<file path="config.mk">
export PLATFORM = sky130hd
export DESIGN_NAME = riscv_mc_control
export DESIGN_NICKNAME = d
export VERILOG_FILES = /design/src/rtl/riscv_ctrl_pkg.sv /design/src/rtl/mem_wait_timer.sv /design/src/rtl/riscv_mc_control.sv
export SDC_FILE = /design/constraint.sdc
export NUM_CORES = 1
export LEC_CHECK = 0
export ABC_AREA = 1
export ABC_CLOCK_PERIOD_IN_PS = 3700
export BUFFER_PORTS_ARGS = -buffer_cell sky130_fd_sc_hd__buf_2
export CAP_MARGIN = 20
export CORE_MARGIN = 3
export CORE_UTILIZATION = 39
export DETAILED_ROUTE_END_ITERATION = 6
export PLACE_DENSITY = 0.69
export SYNTH_ARGS = -nofsm -noshare
export SYNTH_HDL_FRONTEND = slang
export SYNTH_HIERARCHICAL = 1
export SYNTH_SLANG_ARGS = --single-unit
export TNS_END_PERCENT = 30
</file>
<file path="constraint.sdc">
create_clock -name clock -period 3.7 [get_ports clock]
set_input_delay 0.555 -clock clock [delete_from_list [all_inputs] [get_ports clock]]
set_output_delay 0.555 -clock clock [all_outputs]
set_load 0.1 [all_outputs]
</file>
<file path="src/rtl/riscv_ctrl_pkg.sv">
// Shared encodings for the multicycle RISC-V control unit:
// FSM states, opcodes and datapath select codes.
package riscv_ctrl_pkg;

   typedef enum logic [2:0] {
      S_FETCH  = 3'd0,
      S_DECODE = 3'd1,
      S_EXEC   = 3'd2,
      S_MEM    = 3'd3,
      S_WB     = 3'd4,
      S_TRAP   = 3'd5
   } state_t;

   localparam logic [6:0] OP_R      = 7'b0110011;
   localparam logic [6:0] OP_I      = 7'b0010011;
   localparam logic [6:0] OP_LOAD   = 7'b0000011;
   localparam logic [6:0] OP_STORE  = 7'b0100011;
   localparam logic [6:0] OP_BRANCH = 7'b1100011;
   localparam logic [6:0] OP_JAL    = 7'b1101111;

   localparam logic [1:0] PC_PLUS4  = 2'd0;
   localparam logic [1:0] PC_TARGET = 2'd1;

   localparam logic [1:0] ALU_ADD   = 2'd0;
   localparam logic [1:0] ALU_SUB   = 2'd1;
   localparam logic [1:0] ALU_FUNCT = 2'd2;

   localparam logic [1:0] WB_ALU = 2'd0;
   localparam logic [1:0] WB_MEM = 2'd1;
   localparam logic [1:0] WB_PC  = 2'd2;

   localparam logic [1:0] SRC_A_PC  = 2'd0;
   localparam logic [1:0] SRC_A_RS1 = 2'd1;

   localparam logic [1:0] SRC_B_RS2  = 2'd0;
   localparam logic [1:0] SRC_B_FOUR = 2'd1;
   localparam logic [1:0] SRC_B_IMM  = 2'd2;

   function automatic logic is_legal(input logic [6:0] op);
      return op inside {OP_R, OP_I, OP_LOAD,
                        OP_STORE, OP_BRANCH, OP_JAL};
   endfunction

endpackage

</file>
<file path="src/rtl/mem_wait_timer.sv">
// Counts stalled memory cycles; expired pulses on the
// TIMEOUT-th consecutive stall (never when TIMEOUT is 0).
module mem_wait_timer #(
   parameter int TIMEOUT = 16
) (
   input  logic clock,
   input  logic reset,
   input  logic clear,
   input  logic count,
   output logic expired
);

   generate
      if (TIMEOUT == 0) begin : g_off
         assign expired = 1'b0;
      end else begin : g_on
         localparam int W = $clog2(TIMEOUT + 1);
         logic [W-1:0] cnt;

         // Fires combinationally on the stall that reaches TIMEOUT
         assign expired = count && (cnt == W'(TIMEOUT - 1));

         always_ff @(posedge clock or posedge reset) begin
            if (reset) begin
               cnt <= '0;
            end else if (clear) begin
               cnt <= '0;
            end else if (count && !expired) begin
               cnt <= cnt + 1'b1;
            end
         end
      end
   endgenerate

endmodule

</file>
<file path="src/rtl/riscv_mc_control.sv">
// Multicycle RISC-V control FSM with memory wait timeout.
// Define RETIRE_CNT_EN to add the 32-bit retired counter.
module riscv_mc_control
   import riscv_ctrl_pkg::*;
#(
   parameter int MEM_TIMEOUT = 16
) (
   input  logic       clock,
   input  logic       reset,
   input  logic [6:0] opcode,
   input  logic [2:0] funct3,
   input  logic       zero,
   input  logic       mem_ready,
   output logic       mem_req,
   output logic       mem_we,
   output logic       iord,
   output logic       ir_write,
   output logic       pc_write,
   output logic       reg_write,
   output logic [1:0] pc_src,
   output logic [1:0] alu_src_a,
   output logic [1:0] alu_src_b,
   output logic [1:0] alu_op,
   output logic [1:0] wb_sel,
   output logic [2:0] state,
   output logic       illegal,
   output logic       bus_error
`ifdef RETIRE_CNT_EN
   ,
   output logic [31:0] retired
`endif
);

   state_t cur_st, nxt_st;

   logic req, we, irw, pcw, rgw;
   logic set_ill, set_bus;
   logic expired;

   logic is_alu, is_mem, is_br, is_jal;
   logic is_load, is_store;

   assign is_alu   = (opcode == OP_R) || (opcode == OP_I);
   assign is_load  = (opcode == OP_LOAD);
   assign is_store = (opcode == OP_STORE);
   assign is_mem   = is_load || is_store;
   assign is_br    = (opcode == OP_BRANCH);
   assign is_jal   = (opcode == OP_JAL);

   mem_wait_timer #(
      .TIMEOUT (MEM_TIMEOUT)
   ) u_timer (
      .clock   (clock),
      .reset   (reset),
      .clear   (!req || mem_ready),
      .count   (req && !mem_ready),
      .expired (expired)
   );

   always_ff @(posedge clock or posedge reset) begin
      if (reset) begin
         cur_st <= S_FETCH;
      end else begin
         cur_st <= nxt_st;
      end
   end

   always_comb begin
      nxt_st    = cur_st;
      req       = 1'b0;
      we        = 1'b0;
      iord      = 1'b0;
      irw       = 1'b0;
      pcw       = 1'b0;
      rgw       = 1'b0;
      pc_src    = PC_PLUS4;
      alu_src_a = SRC_A_PC;
      alu_src_b = SRC_B_FOUR;
      alu_op    = ALU_ADD;
      wb_sel    = WB_ALU;
      set_ill   = 1'b0;
      set_bus   = 1'b0;
      unique case (cur_st)
         S_FETCH: begin
            req = 1'b1;
            if (mem_ready) begin
               irw    = 1'b1;
               pcw    = 1'b1;
               nxt_st = S_DECODE;
            end else if (expired) begin
               set_bus = 1'b1;
               nxt_st  = S_TRAP;
            end
         end
         S_DECODE: begin
            // ALU precomputes PC+imm for branch/jump targets
            alu_src_b = SRC_B_IMM;
            if (is_legal(opcode)) begin
               nxt_st = S_EXEC;
            end else begin
               set_ill = 1'b1;
               nxt_st  = S_TRAP;
            end
         end
         S_EXEC: begin
            unique case (1'b1)
               is_alu: begin
                  alu_src_a = SRC_A_RS1;
                  alu_src_b = (opcode == OP_R) ?
                              SRC_B_RS2 : SRC_B_IMM;
                  alu_op    = ALU_FUNCT;
                  nxt_st    = S_WB;
               end
               is_mem: begin
                  alu_src_a = SRC_A_RS1;
                  alu_src_b = SRC_B_IMM;
                  nxt_st    = S_MEM;
               end
               is_br: begin
                  alu_src_a = SRC_A_RS1;
                  alu_src_b = SRC_B_RS2;
                  alu_op    = ALU_SUB;
                  pc_src    = PC_TARGET;
                  if (funct3 == 3'b000 || funct3 == 3'b001) begin
                     pcw = (funct3 == 3'b000) ? zero : !zero;
                     nxt_st = S_FETCH;
                  end else begin
                     set_ill = 1'b1;
                     nxt_st  = S_TRAP;
                  end
               end
               is_jal: begin
                  pcw    = 1'b1;
                  pc_src = PC_TARGET;
                  rgw    = 1'b1;
                  wb_sel = WB_PC;
                  nxt_st = S_FETCH;
               end
               default: begin
                  set_ill = 1'b1;
                  nxt_st  = S_TRAP;
               end
            endcase
         end
         S_MEM: begin
            req  = 1'b1;
            iord = 1'b1;
            we   = is_store;
            if (mem_ready) begin
               nxt_st = is_store ? S_FETCH : S_WB;
            end else if (expired) begin
               set_bus = 1'b1;
               nxt_st  = S_TRAP;
            end
         end
         S_WB: begin
            rgw    = 1'b1;
            wb_sel = is_load ? WB_MEM : WB_ALU;
            nxt_st = S_FETCH;
         end
         S_TRAP: begin
            nxt_st = S_TRAP;
         end
         default: begin
            nxt_st = S_TRAP;
         end
      endcase
   end

   // No bus or register side effects while reset is held
   assign mem_req   = req && !reset;
   assign mem_we    = we && !reset;
   assign ir_write  = irw && !reset;
   assign pc_write  = pcw && !reset;
   assign reg_write = rgw && !reset;
   assign state     = cur_st;

   always_ff @(posedge clock or posedge reset) begin
      if (reset) begin
         illegal   <= 1'b0;
         bus_error <= 1'b0;
      end else begin
         if (set_ill) illegal <= 1'b1;
         if (set_bus) bus_error <= 1'b1;
      end
   end

`ifdef RETIRE_CNT_EN
   logic retire_ev;
   assign retire_ev = (nxt_st == S_FETCH) &&
                      (cur_st inside {S_EXEC, S_MEM, S_WB});

   always_ff @(posedge clock or posedge reset) begin
      if (reset) begin
         retired <= '0;
      end else if (retire_ev) begin
         retired <= retired + 32'd1;
      end
   end
`endif

endmodule
</file>
Word level (Yosys, flattened, before mapping)
Index checks and enable logic that the tools add are counted.
Widths: inputs -> output; s select.
Storage, ports and cells
  output and inout bits: 21
  logic and storage cells: 82
  input port bits: 14
  register bits: 10
Cells by class
  multiplexer cells: 40
  equal/unequal tests: 12
  reductions and logical operators: 25
  $add $sub $neg: 1
Operators with widths (number)
  $mux 3: 6
  $mux 1: 16
  $pmux 3 s5: 1
  $eq 7x6->1 const B: 2
  $eq 7x7->1 const B: 2
  $pmux 2 s2: 3
  $pmux 3 s4: 1
  $mux 2: 5
  $mux 5: 2
  $pmux 1 s2: 5
  $logic_and 1x1->1: 8
  $eq 7x2->1 const B: 1
  $eq 7x5->1 const B: 1
  $eq 3x1->1 const B: 2
  $eq 3x2->1 const B: 2
  $logic_not 3->1: 2
  $pmux 2 s3: 1
  $reduce_bool 6->1: 1
  $reduce_or 3->1: 2
  $add 5x1->5 const B: 1
  $eq 5x4->1 const B: 1
  $logic_not 1->1: 5
  $logic_or 1x1->1: 4
  $reduce_or 2->1: 2
  other kinds (2): 2

Depth between registers and ports, before layout
  word-level depth: 9
  mapped depth: 13
  gate-level depth less buffers: 13

Hierarchy
Netlist, hierarchy kept.
By module, submodules not included
  riscv_mc_control: instances 1, cells an instance 109, area each 586.8 um2, seq. area each 125.1 um2
  mem_wait_timer: instances 1, cells an instance 39, area each 281.5 um2, seq. area each 125.1 um2

Least setup slack after synthesis
Ideal clock, no wire load.
  path kind: register to output
  from: reg cur_st[1] (netlist: state[1])
  to: out alu_src_b[1]
  data required time: 3.145 ns
  arrival time: 3.806 ns
  stages on the path, launching flop included: 5
  path buffers: 0
  slack: -0.661 ns
  cells stage by stage: dfrtp_1 > inv_1 > nor3_4 > inv_1 > o31ai_1
Between the ends
  longest elaborated chain between the ends: 2
  elaborated cells on any way between the ends: 3
  classes of those cells: eq/ne: 2; mux: 1
RTL lines
  start: declaration: line riscv_mc_control.sv:34  | state_t cur_st, nxt_st;
  start signal: assignment: line riscv_mc_control.sv:64  | cur_st <= nxt_st;
  $eq 3x2->1 or $eq 3x1->1 (tied branches): line riscv_mc_control.sv:83  | unique case (cur_st)
  $pmux 2 s2 *: line riscv_mc_control.sv:83
  end: declaration: line riscv_mc_control.sv:22  | output logic [1:0] alu_src_b,
Mark *: on every way between the ends. The rest lies on a longest branch, timed or not.

Worst setup path in the final report
  from: reg cur_st[0] (netlist: state[0])
  to: out alu_src_b[1]
Same word-level chain as after synthesis.

==> flow_summary.yaml <==
finish:
  fin_cells: 210
  seq_area_um2: 250
  multiInputGateArea_um2: 514
  fillers: 232
  drive_gt1_share_pct: 23.5
  diodes: 0
  final_util_pct: 53.5
  fin_nets: 200
  areaGrowthSynthToFinish_pct: 25.8
min_path:
  hp-class: "in -> async"
place:
  dp_hpwl_um: 1800
  gp_congestion: 0.837
  io_buffer_count: 32
  place_inst: 206
logic_synthesis:
  synthTopCellsByArea: "dfrtp_1 29%, nand2_1 17%, nor2_1 13%, inv_1 10%, nand3_1 5.8%"
  synth-main-ff-cell: "dfrtp_1"
  synth_seq_area_share_pct: 28.8
  synth.most_common_cell: "nand2_1"
  synth_edf_count: 0
  ys_types: 22
  post-synth-top-area-cell: "dfrtp_1"
  netlist_top_cells_count: "39 x nand2_1, 31 x nor2_1, 24 x inv_1"
  ys_seq_elements: 10
  syn_area_per_cell_um2: 5.87
  synth_top_area_share_pct: 28.8
  async_flop_share_pct: 100
  syn_inst: 148
  ys_warn_count: 6
  synthesis.area_um2: 868
worst_setup_path:
  rrSetupSlack_ns: 1.72
  cp-endpoint: "alu_src_b[1]"
  crit_arrival_ns: 1.97
  r2r-start: "state[0]"
  critical_path_peak_fanout: 6
  critPathKind: "reg -> out"
  critPathLaunchType: "register"
  worstPathRequired_ns: 3.14
  critPathCaptureType: "primary output"
  reg2regPathDepth: 13
  cp-startpoint: "state[0]"
  rr_endpoint: "state[2]"
clock_network:
  cts_root_buf: "clkbuf_4"
  postCtsHoldBufs: 0
  clk_latency_ns: 0.26
  cts_setup_buffers: 0
  cts_sinks: 10
  clk_pin_slew_ns: 0.06
  ctsResizeCount: 0
  clockBufferDepth: 2
  cts.htree.levels: 1
  cts_buffers: 3
  cts_tree: "yes"
sta:
  finClkSkew_ns: 0.00108
  max_freq_mhz: 396
  min_period_over_period_pct: 68.2
  whs_ns: 0.237
  hold_viol: 0
  tightest_slew_ns: 0.634
  max-slew-margin-rel_pct: 57.4
  rsz0062_at_grt: "no"
  fin_setup_tns_ns: 0
  period_minus_slack_ns: 2.52
  slew_viol_final: 0
  setup_viol: 0
floorplan:
  start_util_pct: 42.5
  core_um2: 2040
  die-height_um: 53.2
  die_x_um: 53.2
  die_area_um2: 2830
  fp-row-count: 16
  ios: 35
grt:
  grt_overflow: 0
  grt_pass1_vias: 931
  antenna_found_initial: 0
  grt_max_degree: 10
  grt.total_usage_pct: 16.6
  grt_pass1_wl_um: 3630
detailed_routing:
  dr_wl_met3_um: 138
  wl_um: 2150
  dr.pass1.iters: 4
  drc: 0
  drt-initial-drc-count: 34
  vias: 1025
  met1_length_um: 981
  vias_per_cell: 4.88
  dr_wl_met2_um: 1030
  wl_per_cell_um: 10.2
  antenna_left: 0
  highest_layer: "met3"
power_and_ir_drop:
  leakage_nw: 0.622
  powerDensity_nw_per_um2: 638
  design_power_total_mw: 0.697
  irDropWorstVdd_uv: 455
flow_run:
  drv_cap: 0
run_status:
  outcome: "completed"
-- flip-flops by register name (all words and copies together) (netlist names) --
register / flops
u_timer/g_on.cnt: 5
state: 3
bus_error: 1
illegal: 1
-- layer usage --
metal	up-vias	track usage (%)
li1	527	-
met1	465	22.2
met2	33	28.1
met3	0	2.82
met4	0	2.55
met5	-	0
-- critical path, stage by stage, from the launching register on --
cell and delay [ns]:
dfrtp_1 0.46, inv_1 0.08, nor3_1 0.50, a21oi_1 0.11, o31ai_2 0.09, buf_2 0.46
-- cells in the final DEF, fill, tap and decap left out --
cell type,count
a21oi_1,7
a31oi_1,1
buf_2,32
clkbuf_4,3
clkbuf_8,1
conb_1,2
dfrtp_1,10
ha_1,2
inv_1,24
inv_2,2
nand2_1,39
nand2_2,1
nand3_1,10
nand4_1,1
nor2_1,31
nor2_2,2
nor3_1,4
nor3_4,1
o21a_1,1
o21ai_0,5
o21ai_1,1
o21bai_1,1
o31ai_2,1
xor2_1,1
-- where the power goes --
part	total, mW	switching, mW	internal (mW)	leakage (nW)
clock	0.0968	0.0371	0.0597	0.0210
combinational	0.452	0.377	0.0749	0.471
sequential	0.149	0.0241	0.125	0.130
total	0.697	0.438	0.259	0.622
-- layout make-up --
cell class / count / area share, %
Clock buffer: 4 / 3.32
Inverter: 26 / 8.93
Multi-Input combinational cell: 111 / 47.1
Sequential cell: 10 / 22.9
Tap cell: 27 / 3.09
Timing Repair Buffer: 32 / 14.7
-- cells by family (layout without fill, tap and decap cells) --
| family | count (synthesis) | in the layout | share of synthesized area, % |
|---|---|---|---|
| AO/OA/AOI/OAI | 17 | 17 | 10.8 |
| XOR/XNOR | 1 | 1 | 1.01 |
| adder cells (fa/ha/maj) | 2 | 2 | 2.88 |
| buffers and inverters | 28 | 62 | 13.0 |
| flip-flops | 10 | 10 | 28.8 |
| other | 1 | 2 | 0.432 |
| AND/OR/NAND/NOR | 89 | 89 | 43.1 |
-- through the flow --
step	worst slack [ns]	cell area [µm²]
finish	1.18	1090
global route	1.09	1090
CTS	1.19	1090
detailed placement	1.28	1060
global placement	1.31	1060
floorplan	-0.245	877
-- worst min-delay path by stage --
stage                          from         to  slack, ns
final                         reset   state[0]       0.24
after global routing          reset   state[1]       0.24
after detailed placement    illegal    illegal       0.46
after CTS                     reset   state[1]       0.24
after floorplan               reset  bus_error       0.33
after global placement    bus_error  bus_error       0.46
No activity file was read; power rests on OpenSTA's default activity.
